===== config.mk =====
export PLATFORM = sky130hd
export DESIGN_NAME = spi_frame_packer
export DESIGN_NICKNAME = d
export VERILOG_FILES = /design/src/rtl/spi_frame_packer.sv
export SDC_FILE = /design/constraint.sdc
export NUM_CORES = 1
export LEC_CHECK = 0
export BUFFER_PORTS_ARGS = -buffer_cell sky130_fd_sc_hd__buf_2
export CAP_MARGIN = 5
export CORE_ASPECT_RATIO = 1.25
export CORE_UTILIZATION = 45
export CTS_BUF_LIST = sky130_fd_sc_hd__clkbuf_4
export DETAILED_ROUTE_END_ITERATION = 12
export PLACE_DENSITY_LB_ADDON = 0.2
export SETUP_SLACK_MARGIN = 0.2
export SKIP_CTS_REPAIR_TIMING = 1
export SLEW_MARGIN = 20
export SYNTH_ARGS = -nofsm -noshare
export SYNTH_HDL_FRONTEND = slang
export SYNTH_SLANG_ARGS = --single-unit

===== constraint.sdc =====
create_clock -name clock -period 2.06 [get_ports clock]
set_input_delay 0.103 -clock clock [delete_from_list [all_inputs] [get_ports clock]]
set_output_delay 0.103 -clock clock [all_outputs]
set_load 0.01 [all_outputs]

===== src/rtl/spi_frame_packer.sv =====
// spi_frame_packer: pulls WORDS_PER_FRAME words from a show-ahead FIFO and
// presents them to an SPI slave one byte at a time. Each frame is CMD_BYTE,
// ESP_ADDR and then the data bytes, least significant byte of each word first.
// Optional feature macro: SPI_FRAME_CHECKSUM_EN appends one byte holding the
// XOR of all data bytes of the frame.
//
// Byte handshake: wren=1 means byte_out is valid and held stable. The slave
// accepts it with a rising edge on write_ack. wren then drops, and the next
// byte is offered only after the slave asks for it with di_req=1. An ack edge
// seen while wren=0 is ignored.
module spi_frame_packer #(
  parameter int          WORD_BYTES      = 4,
  parameter int          WORDS_PER_FRAME = 8,
  parameter int          CNT_W           = 9,
  parameter logic [7:0]  CMD_BYTE        = 8'h02,
  parameter logic [7:0]  ESP_ADDR        = 8'h00
) (
  input  logic                    clock,
  input  logic                    reset_n,
  input  logic [8*WORD_BYTES-1:0] data,
  input  logic [CNT_W-1:0]        fifo_content,
  input  logic                    send,
  input  logic                    di_req,
  input  logic                    write_ack,
  output logic [7:0]              byte_out,
  output logic                    wren,
  output logic                    fifo_read,
  output logic                    busy,
  output logic                    frame_done,
  output logic                    send_rejected,
  output logic [2:0]              dbg_state
);

  localparam int TOTAL = WORDS_PER_FRAME * WORD_BYTES;
  localparam int CW    = $clog2(TOTAL + 1);
  localparam logic [CW-1:0] TOTAL_CW = CW'(TOTAL);
  localparam logic [1:0]    IDX_LAST = 2'(WORD_BYTES - 1);

  typedef enum logic [2:0] {
    IDLE = 3'd0,
    CMD  = 3'd1,
    ADDR = 3'd2,
    DATA = 3'd3,
    CSUM = 3'd4,
    DONE = 3'd5
  } state_t;

  state_t          state_q;
  logic            need_next_q;
  logic            ack_prev_q;
  logic [CW-1:0]   byte_cnt_q;   // data bytes loaded so far in this frame
  logic [1:0]      idx_q;        // byte index within the current FIFO word
`ifdef SPI_FRAME_CHECKSUM_EN
  logic [7:0]      csum_q;
`endif

  logic            ack_hit;
  logic            load_ok;
  logic            frame_ok;
  logic            last_data;
  logic [7:0]      cur_byte;

  assign dbg_state = state_q;

  // Handshake qualifiers and the byte of the head word selected by idx_q.
  always_comb begin
    ack_hit   = write_ack & ~ack_prev_q & wren;
    load_ok   = need_next_q & di_req;
    frame_ok  = (fifo_content >= CNT_W'(WORDS_PER_FRAME));
    last_data = (byte_cnt_q == TOTAL_CW);
    cur_byte  = 8'h00;
    for (int k = 0; k < WORD_BYTES; k++) begin
      if (idx_q == 2'(k)) cur_byte = data[8*k +: 8];
    end
  end

  // Frame sequencer with registered handshake outputs.
  always_ff @(posedge clock or negedge reset_n) begin
    if (!reset_n) begin
      state_q       <= IDLE;
      byte_out      <= 8'h00;
      wren          <= 1'b0;
      fifo_read     <= 1'b0;
      busy          <= 1'b0;
      frame_done    <= 1'b0;
      send_rejected <= 1'b0;
      need_next_q   <= 1'b0;
      ack_prev_q    <= 1'b0;
      byte_cnt_q    <= '0;
      idx_q         <= 2'd0;
`ifdef SPI_FRAME_CHECKSUM_EN
      csum_q        <= 8'h00;
`endif
    end else begin
      ack_prev_q    <= write_ack;
      fifo_read     <= 1'b0;
      frame_done    <= 1'b0;
      send_rejected <= 1'b0;
      case (state_q)
        IDLE: begin
          if (send) begin
            if (frame_ok) begin
              state_q     <= CMD;
              byte_out    <= CMD_BYTE;
              wren        <= 1'b1;
              busy        <= 1'b1;
              need_next_q <= 1'b0;
              byte_cnt_q  <= '0;
              idx_q       <= 2'd0;
`ifdef SPI_FRAME_CHECKSUM_EN
              csum_q      <= 8'h00;
`endif
            end else begin
              send_rejected <= 1'b1;
            end
          end
        end
        CMD: begin
          if (ack_hit) begin
            wren        <= 1'b0;
            need_next_q <= 1'b1;
          end else if (load_ok) begin
            byte_out    <= ESP_ADDR;
            wren        <= 1'b1;
            need_next_q <= 1'b0;
            state_q     <= ADDR;
          end
        end
        ADDR, DATA: begin
          if (ack_hit) begin
            wren <= 1'b0;
            if (state_q == DATA && last_data) begin
`ifdef SPI_FRAME_CHECKSUM_EN
              need_next_q <= 1'b1;
`else
              state_q     <= DONE;
              frame_done  <= 1'b1;
`endif
            end else begin
              need_next_q <= 1'b1;
            end
          end else if (load_ok) begin
            need_next_q <= 1'b0;
            wren        <= 1'b1;
`ifdef SPI_FRAME_CHECKSUM_EN
            if (state_q == DATA && last_data) begin
              byte_out <= csum_q;
              state_q  <= CSUM;
            end else
`endif
            begin
              byte_out   <= cur_byte;
              state_q    <= DATA;
              byte_cnt_q <= byte_cnt_q + CW'(1);
`ifdef SPI_FRAME_CHECKSUM_EN
              csum_q     <= csum_q ^ cur_byte;
`endif
              // Pop the word together with loading its last byte.
              if (idx_q == IDX_LAST) begin
                idx_q     <= 2'd0;
                fifo_read <= 1'b1;
              end else begin
                idx_q <= idx_q + 2'd1;
              end
            end
          end
        end
`ifdef SPI_FRAME_CHECKSUM_EN
        CSUM: begin
          if (ack_hit) begin
            wren       <= 1'b0;
            state_q    <= DONE;
            frame_done <= 1'b1;
          end
        end
`endif
        DONE: begin
          state_q <= IDLE;
          busy    <= 1'b0;
        end
        default: state_q <= IDLE;
      endcase
    end
  end

endmodule


==> flow_summary.ini, run 1 <==
[sta]
slew_headroom_pct = 59.8
worstMarginPinSlew_ns = 0.603
min_period_ns = 1.80
hold_slack_ns = 0.0511
drv_slew = 0
hold_viol = 0
fin_tns_setup_ns = 0
period_share_pct = 87.4
fmax_mhz = 555
setup_violations = 0
clock_skew_ns = 0.00567
rsz0062_at_grt = no

[placement]
postPlaceCellArea_um2 = 1940
port_buffers = 58
hpwl_mm = 3.05
gp_congestion = 0.904

[routing]
drc = 0
firstDrtPassIters = 4
drtAntennaViolNets = 0
viasPerCell = 5.96
wl_per_cell_um = 15.3
drt-initial-drc-count = 69
drt_wl_total_mm = 4.02
via_count = 1567

[setup_path]
slowest_stage = or4_4
worst_ep_arrival_time_ns = 2.03
crit_fanout = 9
r2r_end = byte_out[6]$_DFFE_PN0P_
max_stage_delay_ns = 0.56
rrSetupSlack_ns = 0.26
cp-endpoint = byte_out[6]$_DFFE_PN0P_
worstPathCellList = and3b_1 > or4_4 > and2_4 > a22o_1
crit_type = reg2reg
ff2ff_path_depth = 4
cp-end-kind = register
reg2reg_from = wren$_DFFE_PN0P_
startpoint_type = register
crit_path_start = wren$_DFFE_PN0P_
cp.required_ns = 2.29

[clocking]
clkLatencyLatePin_ns = 0.32
cts.sinks = 26
cts_buffer_depth = 2
cts_buffers = 3
cts_root_buf = clkbuf_4
clk_pin_slew_ns = 0.15
cts_tree = yes
cts_max_level = 1

[floorplan]
core-area_um2 = 3280
die_h_um = 68.5
dieArea_um2 = 3780
initial_core_util_pct = 48.6
io_pins = 62
rows = 23
dieWidth_um = 55.2

[global_route]
met3_usage_pct = 2.24
antenna_found_initial = 0
grt_first_pass_wirelength_mm = 6.41
use_met1_pct = 24.6
met2_usage_pct = 40.2
overflow = 0
grt_usage_pct = 20.9
busiest_layer = met2
grt_pass1_vias = 1438
grt_max_degree = 27

[synth]
yosysSeqAreaShare_pct = 40.8
yosysWarnings = 0
synthCells = 161
synth_cell_types = 49
syn_avg_cell_area_um2 = 9.89
synthesis.nets = 213
async_reset_ff_share_pct = 100
synth_flop_cell = dfrtp_1
synth.ff_latch_count = 26
synth_edf_count = 0
synth_area_um2 = 1590

[cells_and_area]
nNetsFinal = 279
antennaDiodeCount = 0
area_growth_pct = 25.5
final_area_um2 = 2000
layout-drive-gt1-share_pct = 35.8
final_common_cell = buf_2
fillerInstances = 285
final_cell_mix = 58 x buf_2, 26 x dfrtp_1, 14 x nand2_1

[outcome]
status = finished, final reports clean

[worst_hold_path]
holdPathStages = 3
hp-class = in2reg
hold_start = fifo_content[4]

[pwr]
p_leak_nw = 1.01
fin_total_pwr_uw = 848
peakVddDrop_v = 0.000281
power_density_nw_per_um2 = 424

[flow_run]
maxCapViolCount = 0
## area by class of cell
cell class | count | area (um^2) | share of cell area [%]
Clock buffer | 3 | 22.5 | 1.13
Clock inverter | 1 | 3.75 | 0.188
Inverter | 9 | 33.8 | 1.69
Multi-Input combinational cell | 116 | 850 | 42.5
Sequential cell | 26 | 651 | 32.5
Tap cell | 37 | 46.3 | 2.32
Timing Repair Buffer | 71 | 393 | 19.6
## worst min path at each step
stage                              end  slack (ns)
6_report       send_rejected$_DFF_PN0_        0.05
5_1_grt        send_rejected$_DFF_PN0_        0.06
4_1_cts        byte_out[6]$_DFFE_PN0P_       -0.22
3_5_place_dp   byte_out[0]$_DFFE_PN0P_        0.15
3_3_place_gp   byte_out[0]$_DFFE_PN0P_        0.14
2_1_floorplan     ack_prev_q$_DFF_PN0_       -0.19
## state kept, by name, summed over array words and instances (netlist names)
| signal | count |
|---|---|
| wren | 1 |
| need_next_q | 1 |
| fifo_read | 1 |
| send_rejected | 1 |
| idx_q | 2 |
| ack_prev_q | 1 |
| byte_out | 8 |
| frame_done | 1 |
| byte_cnt_q | 6 |
| busy | 1 |
| dbg_state | 3 |
## logic make-up after synthesis
group / after synthesis / synth area share, %
AOI/OAI and AO/OA: 51 / 25.5
buffers and inverters: 19 / 5.97
muxes: 3 / 1.89
DFF: 26 / 40.8
and+or+nand+nor: 56 / 21.1
adders and majority gates: 6 / 4.71
## critical path, delay by kind of cell (launching register included)
| family | cells | cell delay (ns) |
|---|---|---|
| flops | 1 | 0.44 |
| compound gates | 1 | 0.21 |
| simple gates | 3 | 1.04 |
## metal layers
metal	vias to the layer above	wire length (um)
li1	741	-
met1	750	1680
met2	68	2060
met3	8	216
met4	0	72
met5	-	0
## cell usage after synthesis (all sizes together) (3+ instances only)
library cell / instances / area [um^2]
dfrtp: 26 / 651
nand2: 14 / 52.6
inv: 9 / 33.8
nor2b: 9 / 56.3
o21ai: 9 / 45.0
a21oi: 7 / 35.0
a221oi: 7 / 61.3
a22o: 7 / 62.6
clkbuf: 6 / 22.5
ha: 6 / 75.1
o31ai: 6 / 45.0
buf: 4 / 38.8
nor2: 4 / 15.0
nor3: 4 / 20.0
mux2i: 3 / 30.0
nand3: 3 / 15.0
nand4: 3 / 18.8
or4: 3 / 30.0
## metrics by stage
stage / utilization [%] / setup slack, ns / std cells
3_3_place_gp: 59.0 / 0.291 / 255
3_5_place_dp: 59.0 / 0.285 / 255
2_1_floorplan: - / 0.179 / 161
6_report: 60.9 / 0.260 / 263
4_1_cts: 59.8 / 0.248 / 259
5_1_grt: 60.9 / 0.200 / 263
## power breakdown
group          switching [mW]  internal, mW  leakage (nW)
clock                   0.156        0.0710        0.0154
combinational          0.0509        0.0539         0.662
sequential            0.00217         0.514         0.332
Note: power is estimated with default switching activity, not from simulation.
==> run 2, diff against run 1 <==
--- a/config.mk
+++ b/config.mk
@@ -12,6 +12,7 @@
 export CTS_BUF_LIST = sky130_fd_sc_hd__clkbuf_4
 export DETAILED_ROUTE_END_ITERATION = 12
 export PLACE_DENSITY_LB_ADDON = 0.2
+export RECOVER_POWER = 25
 export SETUP_SLACK_MARGIN = 0.2
 export SKIP_CTS_REPAIR_TIMING = 1
 export SLEW_MARGIN = 20
==> run 2 against run 1 <==
  * Setup slack barely moved
  * Combinational power hardly changed
  * Worst hold slack about the same
  * Final cell count unchanged
  * Critical path depth stayed put
  * Register-to-register slack about the same
  * Via count hardly changed
  * Largest cell class unchanged
  * Highest routed layer unchanged
==> flow_summary.ini, run 2 (same netlist as run 1, synthesis figures left out) <==
[floorplan]
rows = 23
die_h_um = 68.5
initial_core_util_pct = 48.6
io_pins = 62
core-area_um2 = 3280
dieArea_um2 = 3780
dieWidth_um = 55.2

[setup_path]
crit_type = reg2reg
r2r_end = byte_out[6]$_DFFE_PN0P_
cp.required_ns = 2.29
reg2reg_from = wren$_DFFE_PN0P_
worst_ep_arrival_time_ns = 2.03
crit_fanout = 9
rrSetupSlack_ns = 0.26
startpoint_type = register
crit_path_start = wren$_DFFE_PN0P_
cp-end-kind = register
ff2ff_path_depth = 4
cp-endpoint = byte_out[6]$_DFFE_PN0P_

[routing]
drt_wl_total_mm = 4.02
drt-initial-drc-count = 69
drtAntennaViolNets = 0
firstDrtPassIters = 4
via_count = 1568
wl_per_cell_um = 15.3
drc = 0
viasPerCell = 5.96

[global_route]
met2_usage_pct = 40.2
busiest_layer = met2
use_met1_pct = 24.6
overflow = 0
met3_usage_pct = 2.24
grt_usage_pct = 20.9
grt_pass1_vias = 1438
grt_max_degree = 27
grt_first_pass_wirelength_mm = 6.41
antenna_found_initial = 0

[flow_run]
maxCapViolCount = 0

[sta]
setup_violations = 0
fin_tns_setup_ns = 0
slew_headroom_pct = 3.15
hold_viol = 0
min_period_ns = 1.80
worstMarginPinSlew_ns = 1.45
drv_slew = 0
rsz0062_at_grt = no
clock_skew_ns = 0.00587
period_share_pct = 87.4
fmax_mhz = 556

[clocking]
cts_buffer_depth = 2
clk_pin_slew_ns = 0.15
cts_buffers = 3
cts_tree = yes
cts_max_level = 1
clkLatencyLatePin_ns = 0.32
cts.sinks = 26
cts_root_buf = clkbuf_4

[cells_and_area]
top_register = byte_out
fin_util_pct = 60.9
final_area_um2 = 2000
final_cell_mix = 56 x buf_2, 26 x dfrtp_1, 14 x nand2_1
layout-drive-gt1-share_pct = 35.0
nNetsFinal = 279
antennaDiodeCount = 0
largest_register_ffs = 8
final_common_cell = buf_2
area_growth_pct = 25.4

[pwr]
p_leak_nw = 1.00
peakVddDrop_v = 0.000281
fin_total_pwr_uw = 848
power_density_nw_per_um2 = 424

[placement]
hpwl_mm = 3.05
postPlaceCellArea_um2 = 1940
gp_congestion = 0.904
port_buffers = 58

[worst_hold_path]
hp-class = in2reg
holdPathStages = 3

[outcome]
status = finished, final reports clean
[run 2: cell count changes in the layout (fill, tap and decap cells not counted)]
cell      delta
buf_2        -2
clkbuf_1     +2
[run 2: final cells by class]
class                   count  area [um^2]
well taps                  37         46.3
multi-input cells         116          850
fillers                   285         1280
clock inverters             1         3.75
repair buffers             71          390
clock buffers               3         22.5
flip-flops and latches     26          651
inverters                   9         33.8
[run 2: how the worst min path moves through the flow]
| stage | startpoint | end |
|---|---|---|
| 3_3_place_gp | reset_n | byte_out[0]$_DFFE_PN0P_ |
| 2_1_floorplan | reset_n | ack_prev_q$_DFF_PN0_ |
| 3_5_place_dp | reset_n | byte_out[0]$_DFFE_PN0P_ |
| 4_1_cts | reset_n | byte_out[6]$_DFFE_PN0P_ |
| 6_report | fifo_content[4] | send_rejected$_DFF_PN0_ |
| 5_1_grt | fifo_content[4] | send_rejected$_DFF_PN0_ |
[run 2: metal layers]
layer / vias up / wire (um)
met2: 68 / 2060
met1: 751 / 1670
li1: 741 / -
met4: 0 / 72
met5: - / 0
met3: 8 / 216
[run 2: power by group]
| part | switching [mW] | total, mW | internal, mW |
|---|---|---|---|
| clock network | 0.156 | 0.228 | 0.0710 |
| logic | 0.0510 | 0.104 | 0.0533 |
| registers | 0.00217 | 0.516 | 0.514 |
| total | 0.210 | 0.848 | 0.638 |
[run 2: critical path, stage by stage, from the launching register on]
cell and delay [ns]:
dfrtp_1 0.44, and3b_1 0.29, or4_4 0.56, and2_4 0.19
a22o_1 0.21
[run 2: stage by stage]
| stage | setup slack, ns | instances | hold slack [ns] |
|---|---|---|---|
| after floorplan | 0.179 | 161 | -0.193 |
| after global placement | 0.291 | 255 | 0.139 |
| after detailed placement | 0.285 | 255 | 0.147 |
| after CTS | 0.248 | 259 | -0.223 |
| after global routing | 0.200 | 263 | 0.0593 |
| final | 0.260 | 263 | 0.0508 |
